File: config.mk
export PLATFORM = sky130hd
export DESIGN_NAME = axi_write_arbiter
export DESIGN_NICKNAME = d
export VERILOG_FILES = /design/src/rtl/axi_write_arbiter.sv
export SDC_FILE = /design/constraint.sdc
export NUM_CORES = 1
export LEC_CHECK = 0
export BUFFER_PORTS_ARGS = -buffer_cell sky130_fd_sc_hd__buf_2
export CELL_PAD_IN_SITES_DETAIL_PLACEMENT = 1
export CELL_PAD_IN_SITES_GLOBAL_PLACEMENT = 2
export CORE_MARGIN = 2
export CORE_UTILIZATION = 14
export CTS_CLUSTER_DIAMETER = 30
export DETAILED_ROUTE_END_ITERATION = 7
export GPL_TIMING_DRIVEN = 0
export PLACE_DENSITY_LB_ADDON = 0.1
export SETUP_SLACK_MARGIN = 0.4
export SYNTH_ARGS = -nofsm -noshare
export SYNTH_HDL_FRONTEND = slang
export SYNTH_SLANG_ARGS = --single-unit
File: constraint.sdc
create_clock -name ACLK -period 2.35 [get_ports ACLK]
set_input_delay 0.3525 -clock ACLK [delete_from_list [all_inputs] [get_ports ACLK]]
set_output_delay 0.3525 -clock ACLK [all_outputs]
set_load 0.02 [all_outputs]
File: src/rtl/axi_write_arbiter.sv
// rtl/axi_write_arbiter.sv - two-master round-robin write arbiter onto a single AXI write slave
module axi_write_arbiter #(
  parameter int BUSWIDTH = 32
) (
  input  logic                ACLK,
  input  logic                ARESETn,
  // requester 0
  input  logic [3:0]          m0_AWID,
  input  logic [31:0]         m0_AWADDR,
  input  logic [3:0]          m0_AWLEN,
  input  logic [2:0]          m0_AWSIZE,
  input  logic [1:0]          m0_AWBURST,
  input  logic                m0_AWVALID,
  output logic                m0_AWREADY,
  input  logic [BUSWIDTH-1:0] m0_WDATA,
  input  logic [3:0]          m0_WSTRB,
  input  logic                m0_WLAST,
  input  logic                m0_WVALID,
  output logic                m0_WREADY,
  output logic [3:0]          m0_BID,
  output logic [1:0]          m0_BRESP,
  output logic                m0_BVALID,
  input  logic                m0_BREADY,
  // requester 1
  input  logic [3:0]          m1_AWID,
  input  logic [31:0]         m1_AWADDR,
  input  logic [3:0]          m1_AWLEN,
  input  logic [2:0]          m1_AWSIZE,
  input  logic [1:0]          m1_AWBURST,
  input  logic                m1_AWVALID,
  output logic                m1_AWREADY,
  input  logic [BUSWIDTH-1:0] m1_WDATA,
  input  logic [3:0]          m1_WSTRB,
  input  logic                m1_WLAST,
  input  logic                m1_WVALID,
  output logic                m1_WREADY,
  output logic [3:0]          m1_BID,
  output logic [1:0]          m1_BRESP,
  output logic                m1_BVALID,
  input  logic                m1_BREADY,
  // shared slave
  output logic [3:0]          s_AWID,
  output logic [31:0]         s_AWADDR,
  output logic [3:0]          s_AWLEN,
  output logic [2:0]          s_AWSIZE,
  output logic [1:0]          s_AWBURST,
  output logic                s_AWVALID,
  input  logic                s_AWREADY,
  output logic [BUSWIDTH-1:0] s_WDATA,
  output logic [3:0]          s_WSTRB,
  output logic                s_WLAST,
  output logic                s_WVALID,
  input  logic                s_WREADY,
  input  logic [3:0]          s_BID,
  input  logic [1:0]          s_BRESP,
  input  logic                s_BVALID,
  output logic                s_BREADY,
  // status
  output logic [1:0]          grant,
  output logic                len_err
);

  typedef enum logic [1:0] {IDLE, ADDR, DATA, RESP} state_t;

  state_t     state_q, state_d;
  logic       owner_q, owner_d;
  logic       last_owner_q, last_owner_d;
  logic [3:0] beat_cnt_q, beat_cnt_d;
  logic [3:0] awlen_q, awlen_d;
  logic       len_err_q, len_err_d;

  logic in_addr, in_data, in_resp;
  assign in_addr = (state_q == ADDR);
  assign in_data = (state_q == DATA);
  assign in_resp = (state_q == RESP);

  // Payload fields follow the owner; only the valid/ready qualifiers are state-gated.
  assign s_AWID    = owner_q ? m1_AWID    : m0_AWID;
  assign s_AWADDR  = owner_q ? m1_AWADDR  : m0_AWADDR;
  assign s_AWLEN   = owner_q ? m1_AWLEN   : m0_AWLEN;
  assign s_AWSIZE  = owner_q ? m1_AWSIZE  : m0_AWSIZE;
  assign s_AWBURST = owner_q ? m1_AWBURST : m0_AWBURST;
  assign s_AWVALID = in_addr && (owner_q ? m1_AWVALID : m0_AWVALID);

  assign s_WDATA   = owner_q ? m1_WDATA : m0_WDATA;
  assign s_WSTRB   = owner_q ? m1_WSTRB : m0_WSTRB;
  assign s_WLAST   = owner_q ? m1_WLAST : m0_WLAST;
  assign s_WVALID  = in_data && (owner_q ? m1_WVALID : m0_WVALID);

  assign s_BREADY  = in_resp && (owner_q ? m1_BREADY : m0_BREADY);

  assign m0_AWREADY = in_addr && !owner_q && s_AWREADY;
  assign m1_AWREADY = in_addr &&  owner_q && s_AWREADY;
  assign m0_WREADY  = in_data && !owner_q && s_WREADY;
  assign m1_WREADY  = in_data &&  owner_q && s_WREADY;
  assign m0_BVALID  = in_resp && !owner_q && s_BVALID;
  assign m1_BVALID  = in_resp &&  owner_q && s_BVALID;
  assign m0_BID     = s_BID;
  assign m1_BID     = s_BID;
  assign m0_BRESP   = s_BRESP;
  assign m1_BRESP   = s_BRESP;

  assign grant   = (state_q == IDLE) ? 2'b00 : (owner_q ? 2'b10 : 2'b01);
  assign len_err = len_err_q;

  // State register; last_owner resets to 1 so that M0 wins the first tie.
  always_ff @(posedge ACLK) begin
    if (!ARESETn) begin
      state_q      <= IDLE;
      owner_q      <= 1'b0;
      last_owner_q <= 1'b1;
      beat_cnt_q   <= 4'd0;
      awlen_q      <= 4'd0;
      len_err_q    <= 1'b0;
    end else begin
      state_q      <= state_d;
      owner_q      <= owner_d;
      last_owner_q <= last_owner_d;
      beat_cnt_q   <= beat_cnt_d;
      awlen_q      <= awlen_d;
      len_err_q    <= len_err_d;
    end
  end

  // Next-state: arbitrate in IDLE, then track one transaction through AW, W and B.
  always_comb begin
    state_d      = state_q;
    owner_d      = owner_q;
    last_owner_d = last_owner_q;
    beat_cnt_d   = beat_cnt_q;
    awlen_d      = awlen_q;
    len_err_d    = 1'b0;
    case (state_q)
      IDLE: begin
        if (m0_AWVALID || m1_AWVALID) begin
          owner_d = (m0_AWVALID && m1_AWVALID) ? ~last_owner_q : m1_AWVALID;
          state_d = ADDR;
        end
      end
      ADDR: begin
        if (s_AWVALID && s_AWREADY) begin
          awlen_d    = s_AWLEN;
          beat_cnt_d = 4'd0;
          state_d    = DATA;
        end
      end
      DATA: begin
        if (s_WVALID && s_WREADY) begin
          beat_cnt_d = beat_cnt_q + 4'd1;
          if (s_WLAST) begin
            len_err_d = (beat_cnt_q != awlen_q);
            state_d   = RESP;
          end
        end
      end
      RESP: begin
        if (s_BVALID && s_BREADY) begin
          last_owner_d = owner_q;
          state_d      = IDLE;
        end
      end
      default: state_d = IDLE;
    endcase
  end

endmodule

==> out/metrics.cfg, run 1 <==
[placed_design]
dp_hpwl_um=9550
io_buffers=280
gp_congestion=0.770

[grt]
antenna_found_initial=0
grt_max_degree=11
grt_usage_pct=13.5
grt_pass1_vias=2768
overflow=0
grt_pass1_wl_um=15400

[die]
die_w_um=121
die_h_um=121
num_rows=42
die_area_mm2=0.0147
io-pin-count=287
start_util_pct=14.4
coreArea_mm2=0.0133

[sta]
worst_slew_pin_slew_ps=454
hold_viol_final=0
fin_setup_tns_ps=0
finClkSkew_ps=3.86
slew_viol_final=0
max_slew_margin_pct=69.7
min_period_ps=1890
final.period_utilization_pct=80.4
rsz0062_at_grt=yes
max_freq_ghz=0.530
setup_viol=0

[hold_path]
min_to=len_err
hp-start=s_WREADY
whs_path_depth=3
holdCritPathClass=in2reg

[detailed_routing]
wl_per_cell_um=16.1
drc=0
vias=2642
ant_nets=0
drt_iter0_markers=32
viasPerCell=3.97
wirelength_um=10700
dr.pass1.iters=3

[cts]
clk_latency_ps=240
cts_buffers=3
cts-htree-levels=1
cts_setup_buffers=0
tritoncts=yes
cts_root_buf=clkbuf_16
ctsHoldBuffers=0
cts_max_path_buffers=2
cts.sinks=13
clk_pin_slew_ps=50

[logic_synthesis]
synth_edf_count=0
synth-warning-count=0
yosys.area.top_type=mux2_2
synthesis.nets=391
syn_area_mm2=0.00193
synth_top_area_share_pct=47.3
ys_ff_latch=13
synth_area_per_cell_um2=9.40
synth.most_common_cell=mux2_2
synthTopCellsByArea=mux2_2, dfxtp_1, buf_4
synth_cells=205
yosysUniqueCellTypes=36
synthFlopType=dfxtp_1
yosysSeqAreaShare_pct=13.5
async_reset_ff_share_pct=0
synth_commonest_cells=mux2_2, dfxtp_1, buf_4, nand2_1

[finish]
fin_nets=676
fillCellCount=1674
area_growth_pct=93.3
drive_gt1_share_pct=81.8
seqCellArea_um2=260
antennaDiodeCount=0
multiInputGateArea_mm2=0.00148

[power]
ir_drop_v=0.000240
p_total_w=0.00228
power.density_mw_per_mm2=613
p_leak_nw=1.95

[critical_path]
end_kind=primary output
startpoint_type=flip-flop
cp.required_ps=2000
crit_fanout=10
critPathArrivalTime_ps=1540
reg2reg_slack_ps=770
reg2reg_from=state_q[0]
ff2ff_path_depth=7
setup.worst_path.class=reg2out
r2r_end=beat_cnt_q[3]

[run]
maxCapViolations=0

[outcome]
outcome=finished clean

==> flip-flops by register name, summed over array words and instances (netlist names) <==
register	flops
awlen_q	4
owner_q	1
state_q	2
len_err	1
beat_cnt_q	4
last_owner_q	1
==> where the power goes <==
group | internal (W) | switching, W | leakage [nW]
sequential | 0.000258 | 0.0000360 | 0.106
combinational | 0.000755 | 0.000912 | 1.80
clock | 0.000229 | 0.0000943 | 0.0382
total | 0.00124 | 0.00104 | 1.95
==> cell families after synthesis <==
family	synth area share (%)
xor+xnor	1.82
flops	13.5
compound gates	9.81
buf+inv	10.3
mux	52.0
simple gates	9.29
fa+ha+maj	3.25
==> layout by cell type (no fill, tap or decap), types with 4 or more instances in the layout <==
| cell | synthesis | routed |
|---|---|---|
| a21boi_0 | 4 | 4 |
| and3_1 | 4 | 4 |
| xor2_1 | 4 | 4 |
| nor2_1 | 7 | 7 |
| mux2i_1 | 4 | 4 |
| nand3_1 | 4 | 4 |
| buf_6 | 2 | 5 |
| mux2_2 | 81 | 81 |
| o21ai_0 | 6 | 6 |
| buf_8 | 0 | 5 |
| buf_4 | 12 | 13 |
| buf_2 | 9 | 279 |
| dfxtp_1 | 13 | 13 |
| inv_1 | 9 | 9 |
| nand2_1 | 12 | 11 |
| ha_1 | 5 | 5 |
==> per-stage QoR <==
step | instance area, um2 | setup WS [ps] | std cells | util [%] | hold slack (ps)
after floorplan | 1930 | 618 | 205 | - | 469
after global placement | 3550 | 481 | 661 | 26.6 | 485
after detailed placement | 3550 | 471 | 661 | 26.6 | 492
after CTS | 3650 | 295 | 665 | 27.4 | 425
after global routing | 3720 | 390 | 665 | 27.9 | 452
final | 3720 | 462 | 665 | 27.9 | 427
==> cell type report <==
cell class                      instances  share of cell area [%]
Sequential cell                        13                    6.99
Inverter                                9                   0.907
Tap cell                              176                    5.91
Timing Repair Buffer                  280                    37.7
Clock buffer                            4                    2.12
Multi-Input combinational cell        158                    39.6
Buffer                                 25                    6.79
==> how the worst max path moves through the flow <==
stage | from | endpoint | slack (ps)
6_report | owner_q | s_AWADDR[2] | 460
5_1_grt | owner_q | s_AWADDR[27] | 390
4_1_cts | owner_q | s_AWADDR[2] | 300
3_5_place_dp | owner_q | s_WDATA[19] | 470
3_3_place_gp | owner_q | s_WDATA[18] | 480
2_1_floorplan | state_q[0] | m0_WREADY | 620
==> routing by layer <==
metal	global-route usage [%]	vias to the layer above	share of wire, %
li1	-	1294	-
met1	13.6	1184	35
met2	27.7	160	54
met3	3.81	4	9.9
met4	1.80	0	0.79
met5	0	-	0
==> repair_timing <==
| action | 4_1_cts | 5_1_grt |
|---|---|---|
| setup endpoints to repair | 75 | 73 |
| pin swaps | 0 | 0 |
| gates resized for setup | 9 | 26 |
| endpoints found under the hold margin | 0 | 0 |
==> critical path: stages (launching register included) <==
cell and delay [ps]:
dfxtp_1 320, buf_6 150, buf_12 150, buf_6 150
mux2_2 340, buf_2 170
Power figures use the tool's default switching activity.
==> run 2: changes to the inputs <==
CORE_UTILIZATION = 12   (was 14)
clock period = 1.7 ns   (was 2.35 ns; I/O delays follow)
==> run 2 against run 1 <==
Compared with the run above:
- the run now ends with setup timing left
- clock power increased by 41%
- die area rose by 16%
- sequential share of layout area down 1.9 points
- first-iteration DRC count decreased by 47%
- cell count rose by 9.9%
- core utilization increased by 5.4 points
==> out/metrics.cfg, run 2 (synthesis results as in run 1) <==
[grt]
overflow=0  ; unchanged
grt_max_degree=11  ; unchanged
grt_pass1_vias=2690  ; -2.8%
grt_pass1_wl_um=16000  ; +3.7%
antenna_found_initial=1  ; +1
grt_usage_pct=12.2  ; -1.4 points

[sta]
rsz0062_at_grt=yes
fin_setup_tns_ps=-203  ; -203 ps
setup_viol=32  ; +32
max_freq_ghz=0.583
setup_ws_ps=-15.7  ; -477 ps
min_period_ps=1720
slew_viol_final=0  ; unchanged
finClkSkew_ps=1.19  ; -2.67 ps
final.period_utilization_pct=101
worst_slew_pin_slew_ps=461  ; +6.15 ps
max_slew_margin_pct=69.3  ; -0.41 points
hold_viol_final=0  ; unchanged

[finish]
fin_nets=701  ; +3.7%
multiInputGateArea_mm2=0.00195  ; +32%
top_regs=awlen_q x4, beat_cnt_q x4, state_q x2
layout_commonest_cell=buf_2
final_core_util_pct=33.4  ; +5.4 points
seqCellArea_um2=267  ; +2.4%
fillCellCount=1858  ; +11%
finalNonFillerCells=731  ; +9.9%
drive_gt1_share_pct=87.9  ; +6.1 points
layout_common_cells=buf_2, buf_6, mux2_4
fin_area_mm2=0.00526  ; +41%
area_growth_pct=173

[critical_path]
cp.required_ps=1440  ; -560 ps
startpoint_type=flip-flop
end_kind=primary output
cp_common_cell=clkbuf_16
cp_cell_sequence=buf_12 -> clkbuf_16 -> clkbuf_16 -> mux2_4 -> buf_6
critPathSlowestCell=dfxtp_2
crit_fanout=7  ; -3
critPathArrivalTime_ps=1460  ; -80 ps
setup.worst_path.class=reg2out
slowest_delay_ps=320  ; -20 ps
cp_top_family=buffers and inverters
timing.critical_path.buf_inv=4  ; unchanged

[cts]
clk_pin_slew_ps=50  ; about the same
tritoncts=yes
cts-htree-levels=1  ; unchanged
cts.sinks=13  ; unchanged
clk_latency_ps=240  ; about the same
cts_buffers=3  ; unchanged
cts_max_path_buffers=2  ; unchanged
cts_root_buf=clkbuf_16
ctsHoldBuffers=0  ; unchanged

[power]
p_leak_nw=2.61  ; +34%
power.density_mw_per_mm2=878  ; +43%
p_total_w=0.00462  ; +100%
ir_drop_v=0.000692  ; +190%

[detailed_routing]
drc=0  ; unchanged
dr.pass1.iters=2  ; -1
vias=2844  ; +7.6%
wirelength_um=12600  ; +18%
viasPerCell=3.89  ; -2.1%
wl_per_cell_um=17.3  ; +7.4%
ant_nets=0  ; unchanged
drt_iter0_markers=17  ; -47%

[die]
coreArea_mm2=0.0158  ; +18%
die_h_um=131  ; +7.7%
num_rows=46  ; +9.5%
start_util_pct=12.2  ; -2.2 points
io-pin-count=287  ; unchanged
die_area_mm2=0.0171  ; +16%
die_w_um=131  ; +7.7%

[placed_design]
placed_cells=701  ; +6.1%
io_buffers=280  ; unchanged
dp_hpwl_um=10300  ; +7.6%
placed_cell_area_mm2=0.00376  ; +5.9%
gp_congestion=0.752  ; -2.3%

[run]
maxCapViolations=0  ; unchanged

[outcome]
outcome=finished with violations
violations=setup timing

[hold_path]
holdCritPathClass=in2reg

-- run 2: changes by cell type in the layout (fill, tap and decap cells not counted), moves of 5 or more --
cell,previous run,this run
mux2_4,0,75
buf_8,5,0
buf_4,13,23
buf_2,279,187
clkbuf_16,3,10
mux2_2,81,6
buf_6,5,99
buf_12,1,12
-- run 2: worst min-delay path: stages --
cell and delay, ps:
buf_2 120, nand3_1 130, nor4_2 60
-- run 2: per-stage QoR --
stage / hold WS, ps / setup WS (ps)
after floorplan: 405 / 331
after global placement: 477 / 78.3
after detailed placement: 482 / 60.0
after CTS: 324 / -61.1
after global routing: 368 / -65.1
final: 356 / -15.7
-- run 2: final cells by class --
type                       instances  area share, %
antenna                            1         0.0476
buffer                            25           6.23
clock buffer                       3           1.43
clock inverter                     1         0.0951
inverter                           9          0.737
multi-input combinational        158           37.0
sequential                        13           5.07
tap                              216           5.14
timing repair buffer             305           44.3
-- run 2: power breakdown --
| group | internal [W] | switching [W] |
|---|---|---|
| sequential | 0.000366 | 0.0000623 |
| combinational | 0.00209 | 0.00165 |
| clock | 0.000314 | 0.000143 |
| total | 0.00277 | 0.00185 |
-- run 2: routing by layer --
layer | up-vias | track usage [%] | part of all wire (%) | wire, um
met3 | 10 | 1.87 | 6.7 | 845
li1 | 1352 | - | - | -
met5 | - | 0 | 0 | 0
met4 | 0 | 1.94 | 1.0 | 127
met2 | 119 | 24.3 | 56 | 7060
met1 | 1363 | 13.7 | 36 | 4600
-- run 2: path summary, 6_finish.rpt --
kind / from / end / slack [ps] / cells past startpoint
worst min-delay path: s_WREADY / len_err / 360 / 3
worst min register to register: awlen_q[1] / awlen_q[1] / 490 / 2
worst max-delay path: owner_q / s_WDATA[10] / -20 / 5
worst max register to register: owner_q / state_q[0] / 100 / 8
-- run 2: repair_timing --
item | in CTS | in global routing
buffers inserted | 17 | 1
cloned | 0 | 7
pin swaps | 8 | 5
setup endpoints to repair | 103 | 104
gates resized for setup | 133 | 192
